==> config.mk <==
export PLATFORM = sky130hd
export DESIGN_NAME = controle_multiciclo_flat
export DESIGN_NICKNAME = d
export VERILOG_FILES = /design/src/rtl/controle_multiciclo_if.sv /design/src/rtl/controle_multiciclo.sv /design/src/flat_wrapper.sv
export SDC_FILE = /design/constraint.sdc
export NUM_CORES = 1
export LEC_CHECK = 0
export ABC_AREA = 1
export CORE_MARGIN = 2
export CORE_UTILIZATION = 49
export CTS_CLUSTER_SIZE = 14
export DETAILED_ROUTE_END_ITERATION = 6
export PLACE_DENSITY = 0.78
export SLEW_MARGIN = 20
export SYNTH_ARGS = -nofsm -noshare
export SYNTH_HDL_FRONTEND = slang
export SYNTH_SLANG_ARGS = --single-unit
==> constraint.sdc <==
create_clock -name clk -period 1.7 [get_ports clk]
set_input_delay 0.34 -clock clk [delete_from_list [all_inputs] [get_ports clk]]
set_output_delay 0.34 -clock clk [all_outputs]
set_load 0.01 [all_outputs]
==> src/rtl/controle_multiciclo_if.sv <==
// Control bus between the multi-cycle controller (master) and the datapath / data memory (slave).
// Opcode and mem_ready flow into the controller; every enable and mux select flows out.
`timescale 1ns/1ps
interface controle_multiciclo_if;
  logic [5:0] Opcode;
  logic       mem_ready;
  logic       PCWrite;
  logic [1:0] PCSrc;
  logic [1:0] Branch;
  logic       IRWrite;
  logic       RegWrite;
  logic       RegDst;
  logic       MemtoReg;
  logic       MemRead;
  logic       MemWrite;
  logic       ALUSrcA;
  logic [1:0] ALUSrcB;
  logic [1:0] ALUOp;
  logic       trap;
  logic [3:0] state_out;

  modport master (
    input  Opcode, mem_ready,
    output PCWrite, PCSrc, Branch, IRWrite, RegWrite, RegDst, MemtoReg,
           MemRead, MemWrite, ALUSrcA, ALUSrcB, ALUOp, trap, state_out
  );

  modport slave (
    output Opcode, mem_ready,
    input  PCWrite, PCSrc, Branch, IRWrite, RegWrite, RegDst, MemtoReg,
           MemRead, MemWrite, ALUSrcA, ALUSrcB, ALUOp, trap, state_out
  );
endinterface

==> src/rtl/controle_multiciclo.sv <==
// Moore control FSM for a multi-cycle MIPS-32 datapath; all outputs are registered from the next state.
// Define CTRL_PERF_COUNTERS_EN to add the cycle_count / instr_count outputs (width CNT_W).
`timescale 1ns/1ps
module controle_multiciclo #(
`ifdef CTRL_PERF_COUNTERS_EN
  parameter int CNT_W       = 32,
`endif
  parameter int MEM_TIMEOUT = 15
) (
  input  logic                 clk,
  input  logic                 reset,
  controle_multiciclo_if.master bus
`ifdef CTRL_PERF_COUNTERS_EN
  ,
  output logic [CNT_W-1:0]     cycle_count,
  output logic [CNT_W-1:0]     instr_count
`endif
);

  typedef enum logic [3:0] {
    S_IDLE     = 4'd0,
    S_FETCH    = 4'd1,
    S_DECODE   = 4'd2,
    S_EXEC_R   = 4'd3,
    S_EXEC_I   = 4'd4,
    S_MEM_ADDR = 4'd5,
    S_MEM_RD   = 4'd6,
    S_MEM_WR   = 4'd7,
    S_WB_ALU   = 4'd8,
    S_WB_MEM   = 4'd9,
    S_BRANCH   = 4'd10,
    S_JUMP     = 4'd11,
    S_TRAP     = 4'd15
  } state_t;

  typedef struct packed {
    logic       pc_write;
    logic [1:0] pc_src;
    logic [1:0] branch;
    logic       ir_write;
    logic       reg_write;
    logic       reg_dst;
    logic       mem_to_reg;
    logic       mem_read;
    logic       mem_write;
    logic       alu_src_a;
    logic [1:0] alu_src_b;
    logic [1:0] alu_op;
    logic       trap;
  } ctrl_t;

  localparam logic [5:0] OP_RTYPE = 6'b000000;
  localparam logic [5:0] OP_ADDI  = 6'b001000;
  localparam logic [5:0] OP_LW    = 6'b100011;
  localparam logic [5:0] OP_SW    = 6'b101011;
  localparam logic [5:0] OP_BEQ   = 6'b000100;
  localparam logic [5:0] OP_BNE   = 6'b000101;
  localparam logic [5:0] OP_J     = 6'b000010;

  // Wide enough to hold MEM_TIMEOUT-1, the largest value the counter ever keeps.
  localparam int WAIT_W = (MEM_TIMEOUT > 1) ? $clog2(MEM_TIMEOUT + 1) : 1;

  state_t            state_reg, state_next;
  logic [WAIT_W-1:0] wait_reg, wait_next;
  logic              reg_dst_reg, reg_dst_next;
  logic              bne_reg, bne_next;
  ctrl_t             ctrl_reg;
  logic              timeout_hit;

  assign timeout_hit = (MEM_TIMEOUT != 0) && ((int'(wait_reg) + 1) >= MEM_TIMEOUT);

  function automatic ctrl_t decode_ctrl(input state_t s, input logic rd_flag, input logic bne_flag);
    ctrl_t c;
    c = '0;
    case (s)
      S_FETCH: begin
        c.ir_write  = 1'b1;
        c.pc_write  = 1'b1;
        c.pc_src    = 2'b00;
        c.alu_src_b = 2'b01;
      end
      // Branch target is computed speculatively while the opcode is decoded.
      S_DECODE: c.alu_src_b = 2'b11;
      S_EXEC_R: begin
        c.alu_src_a = 1'b1;
        c.alu_op    = 2'b10;
      end
      S_EXEC_I, S_MEM_ADDR: begin
        c.alu_src_a = 1'b1;
        c.alu_src_b = 2'b10;
      end
      S_MEM_RD: c.mem_read  = 1'b1;
      S_MEM_WR: c.mem_write = 1'b1;
      S_WB_ALU: begin
        c.reg_write = 1'b1;
        c.reg_dst   = rd_flag;
      end
      S_WB_MEM: begin
        c.reg_write  = 1'b1;
        c.mem_to_reg = 1'b1;
      end
      S_BRANCH: begin
        c.alu_src_a = 1'b1;
        c.alu_op    = 2'b01;
        c.pc_src    = 2'b01;
        c.branch    = bne_flag ? 2'b10 : 2'b01;
      end
      S_JUMP: begin
        c.pc_write = 1'b1;
        c.pc_src   = 2'b10;
      end
      S_TRAP:  c.trap = 1'b1;
      default: c = '0;
    endcase
    return c;
  endfunction

  always_comb begin
    state_next   = state_reg;
    wait_next    = wait_reg;
    reg_dst_next = reg_dst_reg;
    bne_next     = bne_reg;
    case (state_reg)
      S_IDLE:  state_next = S_FETCH;
      S_FETCH: state_next = S_DECODE;
      S_DECODE: begin
        bne_next = (bus.Opcode == OP_BNE);
        case (bus.Opcode)
          OP_RTYPE:       state_next = S_EXEC_R;
          OP_ADDI:        state_next = S_EXEC_I;
          OP_LW, OP_SW:   state_next = S_MEM_ADDR;
          OP_BEQ, OP_BNE: state_next = S_BRANCH;
          OP_J:           state_next = S_JUMP;
          default:        state_next = S_TRAP;
        endcase
      end
      S_EXEC_R: begin
        state_next   = S_WB_ALU;
        reg_dst_next = 1'b1;
      end
      S_EXEC_I: begin
        state_next   = S_WB_ALU;
        reg_dst_next = 1'b0;
      end
      // Opcode is looked at again here so the IR need not stay decoded in a flag.
      S_MEM_ADDR: begin
        if (bus.Opcode == OP_LW)      state_next = S_MEM_RD;
        else if (bus.Opcode == OP_SW) state_next = S_MEM_WR;
        else                          state_next = S_TRAP;
      end
      S_MEM_RD, S_MEM_WR: begin
        if (bus.mem_ready) begin
          wait_next  = '0;
          state_next = (state_reg == S_MEM_RD) ? S_WB_MEM : S_FETCH;
        end else if (timeout_hit) begin
          wait_next  = '0;
          state_next = S_TRAP;
        end else if (MEM_TIMEOUT != 0) begin
          wait_next = wait_reg + WAIT_W'(1);
        end
      end
      S_WB_ALU, S_WB_MEM, S_BRANCH, S_JUMP: state_next = S_FETCH;
      S_TRAP:  state_next = S_TRAP;
      default: state_next = S_TRAP;
    endcase
  end

  // Outputs are registered from the next state so they line up with state_reg.
  always_ff @(posedge clk) begin
    if (reset) begin
      state_reg   <= S_IDLE;
      wait_reg    <= '0;
      reg_dst_reg <= 1'b0;
      bne_reg     <= 1'b0;
      ctrl_reg    <= '0;
    end else begin
      state_reg   <= state_next;
      wait_reg    <= wait_next;
      reg_dst_reg <= reg_dst_next;
      bne_reg     <= bne_next;
      ctrl_reg    <= decode_ctrl(state_next, reg_dst_next, bne_next);
    end
  end

  assign bus.PCWrite   = ctrl_reg.pc_write;
  assign bus.PCSrc     = ctrl_reg.pc_src;
  assign bus.Branch    = ctrl_reg.branch;
  assign bus.IRWrite   = ctrl_reg.ir_write;
  assign bus.RegWrite  = ctrl_reg.reg_write;
  assign bus.RegDst    = ctrl_reg.reg_dst;
  assign bus.MemtoReg  = ctrl_reg.mem_to_reg;
  assign bus.MemRead   = ctrl_reg.mem_read;
  assign bus.MemWrite  = ctrl_reg.mem_write;
  assign bus.ALUSrcA   = ctrl_reg.alu_src_a;
  assign bus.ALUSrcB   = ctrl_reg.alu_src_b;
  assign bus.ALUOp     = ctrl_reg.alu_op;
  assign bus.trap      = ctrl_reg.trap;
  assign bus.state_out = state_reg;

`ifdef CTRL_PERF_COUNTERS_EN
  logic [CNT_W-1:0] cycle_count_reg;
  logic [CNT_W-1:0] instr_count_reg;

  always_ff @(posedge clk) begin
    if (reset) begin
      cycle_count_reg <= '0;
      instr_count_reg <= '0;
    end else begin
      if (state_reg != S_IDLE && state_reg != S_TRAP)
        cycle_count_reg <= cycle_count_reg + CNT_W'(1);
      if (state_reg == S_FETCH)
        instr_count_reg <= instr_count_reg + CNT_W'(1);
    end
  end

  assign cycle_count = cycle_count_reg;
  assign instr_count = instr_count_reg;
`endif

endmodule

==> src/flat_wrapper.sv <==
// flat-port wrapper written by rule: the top's interface ports become plain ports
module controle_multiciclo_flat 
#(

  parameter int MEM_TIMEOUT = 15
)
  (clk, reset, bus_Opcode, bus_mem_ready, bus_PCWrite, bus_PCSrc, bus_Branch, bus_IRWrite, bus_RegWrite, bus_RegDst, bus_MemtoReg, bus_MemRead, bus_MemWrite, bus_ALUSrcA, bus_ALUSrcB, bus_ALUOp, bus_trap, bus_state_out);
  controle_multiciclo_if bus_i ();
  input  logic clk;
  input  logic reset;
  input wire logic [$bits(bus_i.Opcode)-1:0] bus_Opcode;
  input wire logic [$bits(bus_i.mem_ready)-1:0] bus_mem_ready;
  output wire logic [$bits(bus_i.PCWrite)-1:0] bus_PCWrite;
  output wire logic [$bits(bus_i.PCSrc)-1:0] bus_PCSrc;
  output wire logic [$bits(bus_i.Branch)-1:0] bus_Branch;
  output wire logic [$bits(bus_i.IRWrite)-1:0] bus_IRWrite;
  output wire logic [$bits(bus_i.RegWrite)-1:0] bus_RegWrite;
  output wire logic [$bits(bus_i.RegDst)-1:0] bus_RegDst;
  output wire logic [$bits(bus_i.MemtoReg)-1:0] bus_MemtoReg;
  output wire logic [$bits(bus_i.MemRead)-1:0] bus_MemRead;
  output wire logic [$bits(bus_i.MemWrite)-1:0] bus_MemWrite;
  output wire logic [$bits(bus_i.ALUSrcA)-1:0] bus_ALUSrcA;
  output wire logic [$bits(bus_i.ALUSrcB)-1:0] bus_ALUSrcB;
  output wire logic [$bits(bus_i.ALUOp)-1:0] bus_ALUOp;
  output wire logic [$bits(bus_i.trap)-1:0] bus_trap;
  output wire logic [$bits(bus_i.state_out)-1:0] bus_state_out;
  assign bus_i.Opcode = bus_Opcode;
  assign bus_i.mem_ready = bus_mem_ready;
  assign bus_PCWrite = bus_i.PCWrite;
  assign bus_PCSrc = bus_i.PCSrc;
  assign bus_Branch = bus_i.Branch;
  assign bus_IRWrite = bus_i.IRWrite;
  assign bus_RegWrite = bus_i.RegWrite;
  assign bus_RegDst = bus_i.RegDst;
  assign bus_MemtoReg = bus_i.MemtoReg;
  assign bus_MemRead = bus_i.MemRead;
  assign bus_MemWrite = bus_i.MemWrite;
  assign bus_ALUSrcA = bus_i.ALUSrcA;
  assign bus_ALUSrcB = bus_i.ALUSrcB;
  assign bus_ALUOp = bus_i.ALUOp;
  assign bus_trap = bus_i.trap;
  assign bus_state_out = bus_i.state_out;
  controle_multiciclo #(.MEM_TIMEOUT(MEM_TIMEOUT)) u_core (.clk(clk), .reset(reset), .bus(bus_i));
endmodule
# Yosys cells after proc, flatten, opt, wreduce, memory -nomap -nowiden
# Index checks and enable logic that the tools add are counted.
# totals
regBits	27
inputBits	9
out_inout_bits	21
word_cells	87
# classes
add_sub_neg	2
magnitude_cmp	1
eq_ne	29
mux	23
bitwise_logic	2
n_reduce_logical	13
# ops
op	n
$eq A4 B4 Y1 const B	9
$eq A4 B3 Y1 const B	8
$ge A32 B5 Y1 const B	1
$mux W4	7
$pmux W4 S6	1
$pmux W4 S5	1
$reduce_or A2 Y1	9
$eq A4 B2 Y1 const B	4
$eq A6 B3 Y1 const B	2
$eq A6 B6 Y1 const B	2
$mux W1	9
$eq A4 B1 Y1 const B	2
$pmux W2 S2	2
$eq A6 B2 Y1 const B	1
$eq A6 B4 Y1 const B	1
$logic_not A6 Y1	1
$pmux W2 S3	1
$add A4 B1 Y5 const B	1
$reduce_or A5 Y1	1
$add A4 B1 Y4 const B	1
$logic_not A4 Y1	1
$reduce_or A4 Y1	1
$mux W2	1
$not A1 Y1	2
$pmux W1 S2	1

# Longest topological paths before layout
# Gate-level depths: netlist of the first run.
# logic_depth
ltp_word	8
mapped_depth	12
ltp_nobuf	12

# Worst setup path before layout of the first run
# No wires, ideal clock.
# synth_path
kind	register to register
startpoint	register u_core.wait_reg[1]
endpoint	register u_core.ctrl_reg (netlist bit u_core.bus.ALUSrcA)
setup_ns	0.122
arrival_time_ns	1.307
required_ns	1.578
path_slack_ns	0.270
path_stages_with_launch	13
path_buffers	0
synth_period_minus_slack_ns	1.430
path_cell_list	dfxtp_1 ha_1 inv_1 nand2_1 nand2_1 nor2_1 nand2_1 nand3_1 nand2_2 nand2_4 nor2_2 nand2_1 nand3_1
# synth_between
elab_chain_len	8
word_cells_on_any_way	11
cone_classes	add/sub: 1; order compare: 1; eq/ne: 4; mux: 4; reduce/logical: 1
# synth_rtl
item	line_no	rtl
from (decl)	controle_multiciclo.sv:64	logic [WAIT_W-1:0] wait_reg, wait_next;
from (signal assigned)	controle_multiciclo.sv:178	wait_reg <= wait_next;
$add A4 B1 Y5 *	controle_multiciclo.sv:70	assign timeout_hit = (MEM_TIMEOUT != 0) && ((int'(wait_reg) + 1) >= MEM_TIMEOUT);
$ge A32 B5 Y1 *	controle_multiciclo.sv:70	
$mux W4 *	controle_multiciclo.sv:155	end else if (timeout_hit) begin
$mux W4 *	controle_multiciclo.sv:152	if (bus.mem_ready) begin
$pmux W4 S6 *	controle_multiciclo.sv:123	case (state_reg)
$eq A4 B2 Y1 (tied with other cells)	controle_multiciclo.sv:75	case (s)
$reduce_or A4 Y1 (no source line) *	--	
$mux W1 *	controle_multiciclo.sv:75	
to (signal assigned)	controle_multiciclo.sv:181	ctrl_reg <= decode_ctrl(state_next, reg_dst_next, bne_next);
to (decl)	controle_multiciclo.sv:67	ctrl_t ctrl_reg;
# Every way passes the cells marked *; elsewhere a longest branch is shown, timed or not.
# A chain may end at the register's enable or synchronous reset.

# Worst setup path after layout of the first run
# layout_path
startpoint	register u_core.state_reg[2], in the netlist u_core.bus.state_out[2]
endpoint	output bus_state_out[2]
# layout_rtl
item	line_no	rtl
from (decl)	controle_multiciclo.sv:63	state_t state_reg, state_next;
from (signal assigned)	controle_multiciclo.sv:177	state_reg <= state_next;
to (decl)	flat_wrapper.sv:26	output wire logic [$bits(bus_i.state_out)-1:0] bus_state_out;
# No word-level cell between the ends.

==> impl_results.md, run 1 <==
- Setup slack after layout: 0.05980 ns
- Clock sink total: 26
- DP HPWL: roughly 2200 um
- Maximum fanout along the worst path: 5
- P&R area growth vs syn: 38.35%
- Non-Filler Instances: around 240
- Top post-synthesis cells by area: dfxtp_1, nand2_1, inv_1
- Num CTS Buffers: 3
- CP arrival: 1.30 ns
- Fmax: between 600 and 700 MHz
- Period utilization: 96.48%
- Worst vdd ir: between 0.9 and 1 mV
- Filler cell count: slightly below 200
- Fin. max-slew vios: 0
- Clock Latency Late Sink: approximately 0.34 ns
- Area of the die: 0.003092 mm2
- Largest net degree at the start of global routing: 16
- Post-synth EDFFs: 0
- Hold Crit Class: reg -> reg
- Setup WS pre-CTS: -0.2592 ns
- Port-buffer cells: 29
- GRT overflow: 0
- Synth async-reset ratio: 0%
- Worst slew pin tran: between 0.3 and 0.4 ns
- Post-synthesis sequential area ratio: roughly two fifths
- # DRC: 0
- YS warnings: 0
- Wirelength, routed: a little under 3000 um
- Top-area cell type share of the netlist area: about 40%
- Pwr per Cell Area: 1512 mW/mm2
- CP max stage delay: 0.54 ns
- Bufs and invs on worst path: 1
- Nets: between 200 and 250
- Initial antenna violation count: 0
- Critical Path RT: 1.36 ns
- Total Routing Usage GR: roughly a fifth
- Area leader, netlist: dfxtp_1
- #FFs+latches synth: 26
- Final hold vios: 0
- TritonRoute pass-1 iters: 4
- Hold_ws: ~0.53 ns
- CP max stage cell: clkdlybuf4s50_1
- Mean post-synth cell area: approximately 7.6 um2
- Max Cap Viol: 0
- Mapped Cells: between 150 and 200
- DR iter-0 viols: around 40
- Height of the die: roughly 56 um
- Top delay family on crit path: buffers and inverters
- CP Capture Type: primary output
- Die Wd: between 50 and 60 um
- DR vias/cell: 5.025
- Synth cell count leaders: nand2_1, dfxtp_1, inv_1, nor2_1, nand3_1
- Clock buffer depth: 2
- Root buffer cell: clkbuf_4
- Worst-path clk slew: around 0.15 ns
- Minimum clock period: roughly 1.6 ns
- Total power: around 0.0027 W
- Lkg Pwr: slightly below 0.8 nW
- Vias in the first global route: between 1000 and 1500
- Yosys cell types: 28
- TritonCTS clock tree: built
- Status: complete, no violations
- Setup Skew: just over 0.009 ns
- Mean routed wirelength per cell: 11.94 um
- Starting density of the core: between 50% and 60%
- Cells after DPL: between 200 and 250
- I/O pin count: 30
- Top-count cell post-synth: nand2_1
- Syn Nets: 183
- Core area: between 0.002 and 0.0025 mm2
- Crit Path Category: reg -> out
- Critical path cell sequence: clkdlybuf4s50_1
- Placer Congestion: 0.8918
- Ys flop type: dfxtp_1
- Row count: 18
- Final ANT Viol Nets: 0
- Setup Viol. Count Final: 0
- Relative slew slack: 79.56%
- Routed vias: 1226
- First-pass GRT wire length: about 4700 um
- Unrepaired setup endpoints after global routing: true
- Diodes inserted: 0
- Syn Std Cell Area: around 0.0013 mm2
- Layout cells sized above 1: between 30% and 40%
- Worst Setup Start Kind: flip-flop
- H-tree Lvls: 1
[where the power goes]
part           internal (W)  switching, W
clock network      0.000239      0.000196
logic              0.000638      0.000796
registers          0.000763     0.0000969
total               0.00164       0.00109
[path summary, 6_finish.rpt]
| path | startpoint | to | slack (ns) | cells after the start |
|---|---|---|---|---|
| max | u_core.bus.state_out[2] | bus_state_out[2] | 0.06 | 1 |
| min | u_core.wait_reg[3] | u_core.wait_reg[3] | 0.53 | 2 |
| max reg2reg | u_core.wait_reg[0] | u_core.bus.ALUSrcB[0] | 0.09 | 12 |
| min reg2reg | u_core.wait_reg[3] | u_core.wait_reg[3] | 0.53 | 2 |
[through the flow]
step                      util [%]  setup TNS (ns)  area [um2]
final                        72.22               0        1805
after global placement       67.27          -1.919        1682
after floorplan                  -               0        1305
after detailed placement     67.27          -2.880        1682
after CTS                    69.72               0        1743
after global routing         72.22        -0.01728        1805
[logic make-up after synthesis]
group                    after synthesis  synth area share, %
flip-flops                            26                39.89
adder cells (fa/ha/maj)                2                1.917
AO/OA/AOI/OAI                         15                7.095
buffers and inverters                 32                9.684
AND/OR/NAND/NOR                       97                41.42
[area by class of cell]
type                       instances  area (um2)  area share (%)
timing repair buffer              40       372.9           20.65
clock inverter                     1       30.03           1.663
tap                               30       37.54           2.079
inverter                          30       115.1           6.376
multi-input combinational        114       689.4           38.18
sequential                        26       538.0           29.80
clock buffer                       3       22.52           1.247
[layer usage]
| metal | wire (um) | track usage, % | up-vias |
|---|---|---|---|
| li1 | - | - | 627 |
| met1 | 1267 | 21.83 | 554 |
| met2 | 1472 | 34.52 | 40 |
| met3 | 115 | 2.558 | 5 |
| met4 | 59 | 9.756 | 0 |
| met5 | 0 | 0 | - |
[cells in the final DEF, fill, tap and decap left out, types with 2 or more instances in the layout]
cell and instances:
a21oi_4 2, a21oi_1 7, nand2_4 3, nand3_2 2, nor2_4 7, dfxtp_2 2, nand2_2 8, o21ai_0 3
nand3_1 14, clkbuf_4 3, nand4_1 3, buf_4 11, nor3_1 2, dfxtp_1 20, clkdlybuf4s50_1 29, dfxtp_4 4
nand2_1 29, nor2_1 14, nor2_2 10, inv_2 6, inv_1 23
[what timing repair did]
action | 4_1_cts | 5_1_grt
hold buffers | 0 | 0
resized for setup | 6 | 12
setup endpoints to repair | 5 | 13
pin swaps | 1 | 3
setup buffers | 0 | 3
Power figures use the tool's default switching activity.
==> run 2: changes to the inputs <==
--- a/config.mk
+++ b/config.mk
@@ -6,10 +6,11 @@
 export NUM_CORES = 1
 export LEC_CHECK = 0
 export ABC_AREA = 1
-export CORE_MARGIN = 2
+export CORE_MARGIN = 5
 export CORE_UTILIZATION = 49
 export CTS_CLUSTER_SIZE = 14
 export DETAILED_ROUTE_END_ITERATION = 6
+export GPL_ROUTABILITY_DRIVEN = 0
 export PLACE_DENSITY = 0.78
 export SLEW_MARGIN = 20
 export SYNTH_ARGS = -nofsm -noshare
==> impl_results.md, run 2 (synthesized netlist as in run 1, its figures left out) <==
- Status: complete, no violations
- Clock Latency Late Sink: about 0.33 ns
- Total net switching power: ~0.0011 W
- Worst Setup Start Kind: flip-flop
- Diodes inserted: 0
- Fin. max-slew vios: 0
- Largest net degree at the start of global routing: 16
- Cells after DPL: 238
- Worst slew pin tran: roughly 0.31 ns
- Switching share of power: around two fifths
- Critical path cell sequence: clkdlybuf4s50_1
- Nets: about 230
- Fmax: roughly 600 MHz
- Hold Crit Class: reg -> reg
- Row count: 18
- Height of the die: a little over 60 um
- Relative slew slack: 79.41%
- Die Wd: just over 60 um
- Core area: 0.002522 mm2
- I/O pin count: 30
- Clock buffer depth: 2
- TritonCTS clock tree: built
- Port-buffer cells: 29
- DR vias/cell: approximately 5
- Routed vias: ~1200
- Starting density of the core: between 50% and 60%
- P&R area growth vs syn: 36.82%
- Final ANT Viol Nets: 0
- Maximum fanout along the worst path: 5
- Pwr per Cell Area: between 1500 and 2000 mW/mm2
- Clock sink total: 26
- Commonest non-fill, non-tap cell in the layout: nand2_1
- CP max stage cell: clkdlybuf4s50_1
- CP Capture Type: primary output
- Setup Viol. Count Final: 0
- Comb pwr share: a little over half
- Area of the die: roughly 0.0038 mm2
- Clock share of power: between 15 and 20%
- Initial antenna violation count: 0
- Layout cells sized above 1: about 30%
- Final hold vios: 0
- Flop pwr share: a little under a third
- Crit Path Category: reg -> out
- CP max stage delay: between 0.5 and 0.6 ns
- Non-Filler Instances: roughly 240
- Most frequent cells in the layout: nand2_1, clkdlybuf4s50_1, inv_1
- Critical Path RT: 1.36 ns
- Total Routing Usage GR: 16.96%
- TritonRoute pass-1 iters: 4
- First-pass GRT wire length: 4733 um
- Wirelength, routed: 2852 um
- DR iter-0 viols: 46
- Period utilization: a little over nine tenths
- Num CTS Buffers: 3
- Worst-path clk slew: ~0.14 ns
- Hold_sp: u_core.wait_reg[3]
- Mean routed wirelength per cell: approximately 12 um
- Root buffer cell: clkbuf_4
- Bufs and invs on worst path: 1
- Setup TNS Final: 0 ns
- Minimum clock period: roughly 1.6 ns
- Max Cap Viol: 0
- Setup Skew: approximately 0.0034 ns
- Worst vdd ir: 1.289 mV
- Vias in the first global route: 1151
- Lkg Pwr: 0.8095 nW
- H-tree Lvls: 1
- RR Startpoint: u_core.wait_reg[0]
- # DRC: 0
- Total internal power: approximately 0.0016 W
- GRT overflow: 0
- Top delay family on crit path: buffers and inverters
- Critical Path Start: u_core.bus.state_out[2]
- DP HPWL: about 2200 um
- Unrepaired setup endpoints after global routing: true
- CP arrival: around 1.3 ns
## run 2: cell types whose count changed in the layout (fill, tap and decap cells not counted), moves of 2 or more
cell,delta
dfxtp_2,+2
dfxtp_4,-3
nand3_1,-2
nand3_2,+2
nor2_2,+2
nor2_4,-2
## run 2: layout make-up
cell class | count | area [um2]
fillers | 197 | 737.0
multi-input cells | 114 | 683.2
flip-flops and latches | 26 | 529.3
repair buffers | 39 | 367.9
inverters | 30 | 115.1
well taps | 30 | 37.54
clock inverters | 1 | 30.03
clock buffers | 3 | 22.52
## run 2: repair_timing
| action | CTS | global route |
|---|---|---|
| pin swaps | 0 | 2 |
| buffers inserted | 0 | 1 |
| hold buffers | 0 | 0 |
| gates resized for setup | 4 | 10 |
| setup endpoints to repair | 4 | 13 |
## run 2: stage by stage
| stage | instance area [um2] | total power (W) | util, % | hold slack [ns] | setup slack [ns] |
|---|---|---|---|---|---|
| finish | 1785 | 0.002695 | 70.78 | 0.5279 | 0.05111 |
| global route | 1785 | 0.002878 | 70.78 | 0.5544 | -0.01095 |
| CTS | 1747 | 0.002655 | 69.25 | 0.5286 | 0.02640 |
| detailed placement | 1689 | 0.002215 | 66.96 | 0.5100 | -0.2550 |
| global placement | 1689 | 0.002188 | 66.96 | 0.4887 | -0.1852 |
| floorplan | 1305 | 0.001700 | - | 0.4110 | 0.2701 |
## run 2: final timing paths
kind | slack, ns | to | cells past startpoint
worst max-delay path | 0.05 | bus_state_out[2] | 1
worst min-delay path | 0.53 | u_core.wait_reg[3] | 2
worst max register to register | 0.14 | u_core.bus.MemWrite | 11
worst min register to register | 0.53 | u_core.wait_reg[3] | 2
## run 2: worst min-delay path, delay by kind of cell (launching register included)
| family | cells | cell delay, ns |
|---|---|---|
| and+or+nand+nor | 1 | 0.08 |
| DFF | 1 | 0.36 |
| AOI/OAI and AO/OA | 1 | 0.06 |
## run 2: metal layers
metal  global-route usage [%]  part of all wire, %  wire (um)  vias to the layer above
li1                         -                    -          -                      617
met1                    19.54                   41       1177                      537
met2                    29.45                   53       1509                       26
met3                    3.354                  3.9        112                        4
met4                    8.788                  1.9         53                        0
met5                        0                    0          0                        -
## run 2: power groups by stage
stage	Combinational, W	Clock (W)	Sequential [W]
global placement	0.00135	0	0.000843
detailed placement	0.00136	0	0.000852
finish	0.00141	0.000434	0.000849
global route	0.00154	0.000464	0.000870
floorplan	0.000806	0	0.000895
CTS	0.00137	0.000437	0.000846
